<file path="src/rtl/bus_arbiter_rr.sv">
// Round-robin bus arbiter: one-cycle grant pulse, begin-timeout recovery and
// an idle-burst watchdog that forces end-of-transaction with a bus error.
module bus_arbiter_rr #(
    parameter int NUM_MASTERS     = 4,
    parameter int BEGIN_TIMEOUT   = 4,
    parameter int WATCHDOG_CYCLES = 1024
) (
    input  logic                   clock,
    input  logic                   reset,
    input  logic [NUM_MASTERS-1:0] requests,
    output logic [NUM_MASTERS-1:0] grants,
    input  logic                   beginTransactionIn,
    input  logic                   endTransactionIn,
    input  logic                   dataValidIn,
    input  logic                   busErrorIn,
    output logic                   endTransactionOut,
    output logic                   busErrorOut,
    output logic                   busIdle,
    output logic [4:0]             activeMaster,
    output logic                   timeoutFlag
);
    typedef enum logic [2:0] {
        S_IDLE,
        S_GRANT,
        S_WAIT_BEGIN,
        S_ACTIVE,
        S_FORCE_END
    } state_t;

    localparam logic [15:0] BT_LAST = 16'(BEGIN_TIMEOUT - 1);
    localparam logic [15:0] WD_LAST = 16'(WATCHDOG_CYCLES - 1);
    localparam logic [4:0]  LAST_M  = 5'(NUM_MASTERS - 1);

    state_t                 state_q, state_d;
    logic [4:0]             rr_ptr_q, rr_ptr_d;
    logic [15:0]            begin_cnt_q, begin_cnt_d;
    logic [15:0]            wd_q, wd_d;
    logic [NUM_MASTERS-1:0] grants_q, grants_d;
    logic                   end_out_q, end_out_d;
    logic                   bus_err_q, bus_err_d;
    logic                   bus_idle_q, bus_idle_d;
    logic [4:0]             active_master_q, active_master_d;
    logic                   timeout_q, timeout_d;

    logic [4:0] winner;
    logic       found;

    // Two-pass search: first from the pointer upward, then wrap from bit 0.
    always_comb begin
        winner = '0;
        found  = 1'b0;
        for (int j = 0; j < NUM_MASTERS; j++) begin
            if (!found && requests[j] && (5'(j) >= rr_ptr_q)) begin
                found  = 1'b1;
                winner = 5'(j);
            end
        end
        for (int j = 0; j < NUM_MASTERS; j++) begin
            if (!found && requests[j]) begin
                found  = 1'b1;
                winner = 5'(j);
            end
        end
    end

    always_comb begin
        state_d         = state_q;
        rr_ptr_d        = rr_ptr_q;
        begin_cnt_d     = begin_cnt_q;
        wd_d            = wd_q;
        active_master_d = active_master_q;
        timeout_d       = timeout_q;
        case (state_q)
            S_IDLE: begin
                if (found) begin
                    state_d         = S_GRANT;
                    active_master_d = winner;
                end
            end
            S_GRANT: begin
                state_d     = S_WAIT_BEGIN;
                begin_cnt_d = '0;
                rr_ptr_d    = (active_master_q == LAST_M) ? 5'd0 : active_master_q + 5'd1;
            end
            S_WAIT_BEGIN: begin
                if (beginTransactionIn && endTransactionIn) begin
                    state_d = S_IDLE;
                end else if (beginTransactionIn) begin
                    state_d = S_ACTIVE;
                    wd_d    = '0;
                end else if (begin_cnt_q == BT_LAST) begin
                    state_d   = S_IDLE;
                    timeout_d = 1'b1;
                end else begin
                    begin_cnt_d = begin_cnt_q + 16'd1;
                end
            end
            S_ACTIVE: begin
                // Activity in the last allowed cycle still rescues the burst.
                if (endTransactionIn) begin
                    state_d = S_IDLE;
                end else if (dataValidIn || busErrorIn) begin
                    wd_d = '0;
                end else if (wd_q == WD_LAST) begin
                    state_d   = S_FORCE_END;
                    timeout_d = 1'b1;
                end else begin
                    wd_d = (wd_q == 16'hFFFF) ? wd_q : wd_q + 16'd1;
                end
            end
            S_FORCE_END: state_d = S_IDLE;
            default:     state_d = S_IDLE;
        endcase

        for (int i = 0; i < NUM_MASTERS; i++)
            grants_d[i] = (state_d == S_GRANT) && (active_master_d == 5'(i));
        end_out_d  = (state_d == S_FORCE_END);
        bus_err_d  = (state_d == S_FORCE_END);
        bus_idle_d = (state_d == S_IDLE);
    end

    always_ff @(posedge clock) begin
        if (reset) begin
            state_q         <= S_IDLE;
            rr_ptr_q        <= '0;
            begin_cnt_q     <= '0;
            wd_q            <= '0;
            grants_q        <= '0;
            end_out_q       <= 1'b0;
            bus_err_q       <= 1'b0;
            bus_idle_q      <= 1'b1;
            active_master_q <= '0;
            timeout_q       <= 1'b0;
        end else begin
            state_q         <= state_d;
            rr_ptr_q        <= rr_ptr_d;
            begin_cnt_q     <= begin_cnt_d;
            wd_q            <= wd_d;
            grants_q        <= grants_d;
            end_out_q       <= end_out_d;
            bus_err_q       <= bus_err_d;
            bus_idle_q      <= bus_idle_d;
            active_master_q <= active_master_d;
            timeout_q       <= timeout_d;
        end
    end

    assign grants            = grants_q;
    assign endTransactionOut = end_out_q;
    assign busErrorOut       = bus_err_q;
    assign busIdle           = bus_idle_q;
    assign activeMaster      = active_master_q;
    assign timeoutFlag       = timeout_q;
endmodule

</file>
<file path="config.mk">
export PLATFORM = sky130hd
export DESIGN_NAME = bus_arbiter_rr
export DESIGN_NICKNAME = d
export VERILOG_FILES = /design/src/rtl/bus_arbiter_rr.sv
export SDC_FILE = /design/constraint.sdc
export NUM_CORES = 1
export LEC_CHECK = 0
export CAP_MARGIN = 30
export CORE_ASPECT_RATIO = 0.8
export CORE_UTILIZATION = 57
export DETAILED_ROUTE_END_ITERATION = 10
export PLACE_DENSITY_LB_ADDON = 0.12
export SYNTH_ARGS = -nofsm -noshare
export SYNTH_HDL_FRONTEND = slang
export SYNTH_SLANG_ARGS = --single-unit
</file>
<file path="constraint.sdc">
create_clock -name clock -period 2.25 [get_ports clock]
set_clock_uncertainty 0.1 [all_clocks]
set_input_delay 0.3375 -clock clock [delete_from_list [all_inputs] [get_ports clock]]
set_output_delay 0.3375 -clock clock [all_outputs]
set_load 0.005 [all_outputs]
</file>
==> flow_summary_export.csv <==
group,metric,value,unit
outcome,status,"finished clean",
drt,viasPerCell,5.73,
setup_path,critPathMaxStageDelay,0.62,ns
global_route,antenna_found_initial,0,
global_route,grt_max_degree,26,
die,die_x,77.1,um
min_path,min_path_cells,2,
setup_path,worst_r2r_path_depth,7,
cts,cts_sinks,52,
drt,via_count,2282,
die,die_h,62.1,um
drt,routed_wl,5.52,mm
finish,final_area,3080,um2
cts,root_buffer,"clkbuf_8",
die,rows,21,
global_route,overflow,0,
finish,num-fill-cells,342,
cts,clkTransAtPathRegs,0.09,ns
yosys,ys_warn_count,0,
setup_path,crit_required,2.39,ns
pwr,pwr-share-seq,0.505,
setup_path,critPathBufInv,1,
pwr,peakVddDrop,0.440,mV
setup_path,crit_start,"wd_q[0]$_SDFFE_PP0P_",
drt,wl_per_cell,13.9,um
timing,min_period,2.11,ns
yosys,synth_top_area_cell,"dfxtp_1",
finish,antenna_cells,0,
min_path,hold_end,"wd_q[1]$_SDFFE_PP0P_",
global_route,grt_pass1_wl,9.14,mm
finish,final_net_count,353,
cts,numCtsBuffers,5,
global_route,track_usage,0.245,
yosys,synth_area_leaders,"dfxtp_1 41%, nor2_1 7.6%, xnor2_1 6.8%, a21oi_1 2.9%, nor3_1 2.9%",
pwr,combPwrFrac,0.161,
die,fp.dieArea,4780,um2
timing,hold_slack,0.403,ns
yosys,syn_avg_cell_area,8.48,um2
yosys,synth-async-reset-ratio,0,
setup_path,crit_path_end_kind,"flip-flop",
pwr,powerDensity,632,nW/um2
global_route,grt_pass1_vias,2079,
placement,place_area,2950,um2
yosys,syn_inst,303,
placement,gp_congestion,0.797,
timing,tightest_slew,0.554,ns
finish,drive_gt1_frac,0.126,
timing,rsz0062_at_grt,"no",
yosys,synth_area,2570,um2
die,ios,23,
yosys,synth_commonest_cells,"52 x dfxtp_1, 52 x nor2_1, 20 x xnor2_1",
timing,fin_tns_setup,0,ns
setup_path,cp-start-kind,"flip-flop",
yosys,seq_area_frac_synth,0.405,
yosys,ys_types,52,
pwr,power_switching_share,0.263,
cts,cts_tree,"built",
pwr,intPower,1.44,mW
setup_path,worst-setup-path-type,"reg2reg",
yosys,yosys.area.top_type_share,0.405,
timing,report.final.slew_viol_count,0,
placement,hpwl,3.94,mm
drt,drc,0,
timing,max_slew_margin,0.628,
setup_path,crit_path_max_fanout,6,
die,coreArea,4260,um2
timing,min_period_over_period,0.937,
yosys,synth_ff_type,"dfxtp_1",
pwr,p_sw,0.513,mW
drt,drtIter0Drc,136,
finish,syn2layout_area_growth,19.9,%
yosys,yosys_register_bits,52,
cts,cts_max_path_buffers,2,
setup_path,r2r_end,"wd_q[1]$_SDFFE_PP0P_",
job,maxCapViolCount,0,
pwr,power_frac_clock,0.334,
min_path,holdCritStartpoint,"wd_q[1]$_SDFFE_PP0P_",
yosys,syn_nets,316,
yosys,synth_edf_count,0,
placement,portBuffers,22,
setup_path,cp_top_family,"simple AND/OR/NAND/NOR gates",
cts,htree_levels,2,
setup_path,cp_slowest_cell,"or4b_2",
drt,antenna_left,0,
pwr,p_leak,1.03,nW
setup_path,r2r_setup_slack,0.14,ns
drt,first_pass_iters,4,
cts,insertion_delay,0.31,ns
timing,final-hold-violation-count,0,
min_path,hold_class,"reg2reg",
setup_path,r2r-start,"wd_q[0]$_SDFFE_PP0P_",
die,start_util,0.604,
setup_path,cp_cell_sequence,"ha_1, and4_4, nand3_1, nor2_2, buf_4, or4b_2, a21oi_1",
timing,setup_viol,0,
timing,clock.fmax,474,MHz
setup_path,worstPathArrival,2.25,ns
-- flip-flops by register name (all words and copies together) (netlist names) --
register,cells
timeoutFlag,1
grants,4
wd_q,16
busErrorOut,1
rr_ptr_q,5
activeMaster,5
begin_cnt_q,16
state_q,3
busIdle,1
-- worst register-to-register path, stage by stage (launching register included) --
cell,delay [ns]
dfxtp_1,0.35
ha_1,0.24
and4_4,0.23
nand3_1,0.12
nor2_2,0.08
buf_4,0.14
or4b_2,0.62
a21oi_1,0.17
-- how the worst max path moves through the flow --
stage | endpoint | slack (ns) | cells after the start
4_1_cts | wd_q[8]$_SDFFE_PP0P_ | 0.14 | 7
6_report | wd_q[1]$_SDFFE_PP0P_ | 0.14 | 7
3_5_place_dp | wd_q[1]$_SDFFE_PP0P_ | -0.17 | 6
5_1_grt | begin_cnt_q[5]$_SDFFE_PP0P_ | 0.0006 | 8
3_3_place_gp | wd_q[1]$_SDFFE_PP0P_ | -0.1 | 6
2_1_floorplan | wd_q[3]$_SDFFE_PP0P_ | 0.20 | 9
-- cells in the final DEF, fill, tap and decap left out, types with 3 or more instances in the layout --
| cell type | instances |
|---|---|
| nor2b_1 | 6 |
| buf_4 | 19 |
| o21ai_0 | 9 |
| a22oi_1 | 4 |
| nor4b_1 | 5 |
| ha_1 | 3 |
| clkdlybuf4s50_1 | 22 |
| nand2b_1 | 5 |
| nor2_1 | 52 |
| clkbuf_8 | 5 |
| nand4_1 | 7 |
| or4_1 | 3 |
| nor3_1 | 15 |
| a21oi_1 | 15 |
| nor4_1 | 8 |
| or3_1 | 4 |
| nand2_1 | 14 |
| and2_1 | 5 |
| and4_1 | 3 |
| a31oi_1 | 3 |
| nand3_1 | 12 |
| dfxtp_1 | 52 |
| inv_1 | 6 |
| xor2_1 | 5 |
| nor3b_1 | 5 |
| xnor2_1 | 20 |
-- repair_timing --
item                                    in CTS  in global routing
gates resized for setup                      0                  2
setup buffers                                0                  1
hold buffers                                 0                  0
endpoints found under the setup margin       0                 17
-- layout make-up --
type	count	area, um2	share of cell area
clock inverters	3	42.5	0.0138
flip-flops and latches	52	1040	0.338
inverters	6	22.5	0.00731
repair buffers	43	403	0.131
multi-input cells	232	1430	0.465
clock buffers	5	68.8	0.0223
well taps	57	71.3	0.0231
-- logic make-up after synthesis --
group           Yosys count  synth area share
buf+inv                  19            0.0409
mux                       2           0.00779
fa+ha+maj                 3            0.0146
flops                    52             0.405
compound gates           46             0.117
simple gates            156             0.330
xor+xnor                 25            0.0852
-- per-layer routing --
metal,part of all wire,track usage,wire [um],vias up
met4,0.012,0.0863,65,0
met5,0,0,0,-
li1,-,-,-,1151
met3,0.035,0.0496,195,6
met2,0.45,0.416,2490,41
met1,0.50,0.320,2780,1084
-- power groups by stage --
stage	Clock, mW	Combinational, mW	Sequential [mW]
after floorplan	0	0.185	0.995
after global placement	0	0.298	1.01
after detailed placement	0	0.307	1.01
after CTS	0.659	0.307	0.985
after global routing	0.694	0.343	0.990
final	0.650	0.314	0.985
-- metrics by stage --
step           power [mW]  setup WS, ns  std cells   util
2_1_floorplan        1.18         0.195        303      -
3_3_place_gp         1.30       -0.0973        389  0.694
3_5_place_dp         1.31        -0.171        389  0.694
4_1_cts              1.95         0.139        397  0.720
5_1_grt              2.03      0.000647        398  0.724
6_report             1.95         0.141        398  0.724
(Power assumes the default switching activity.)
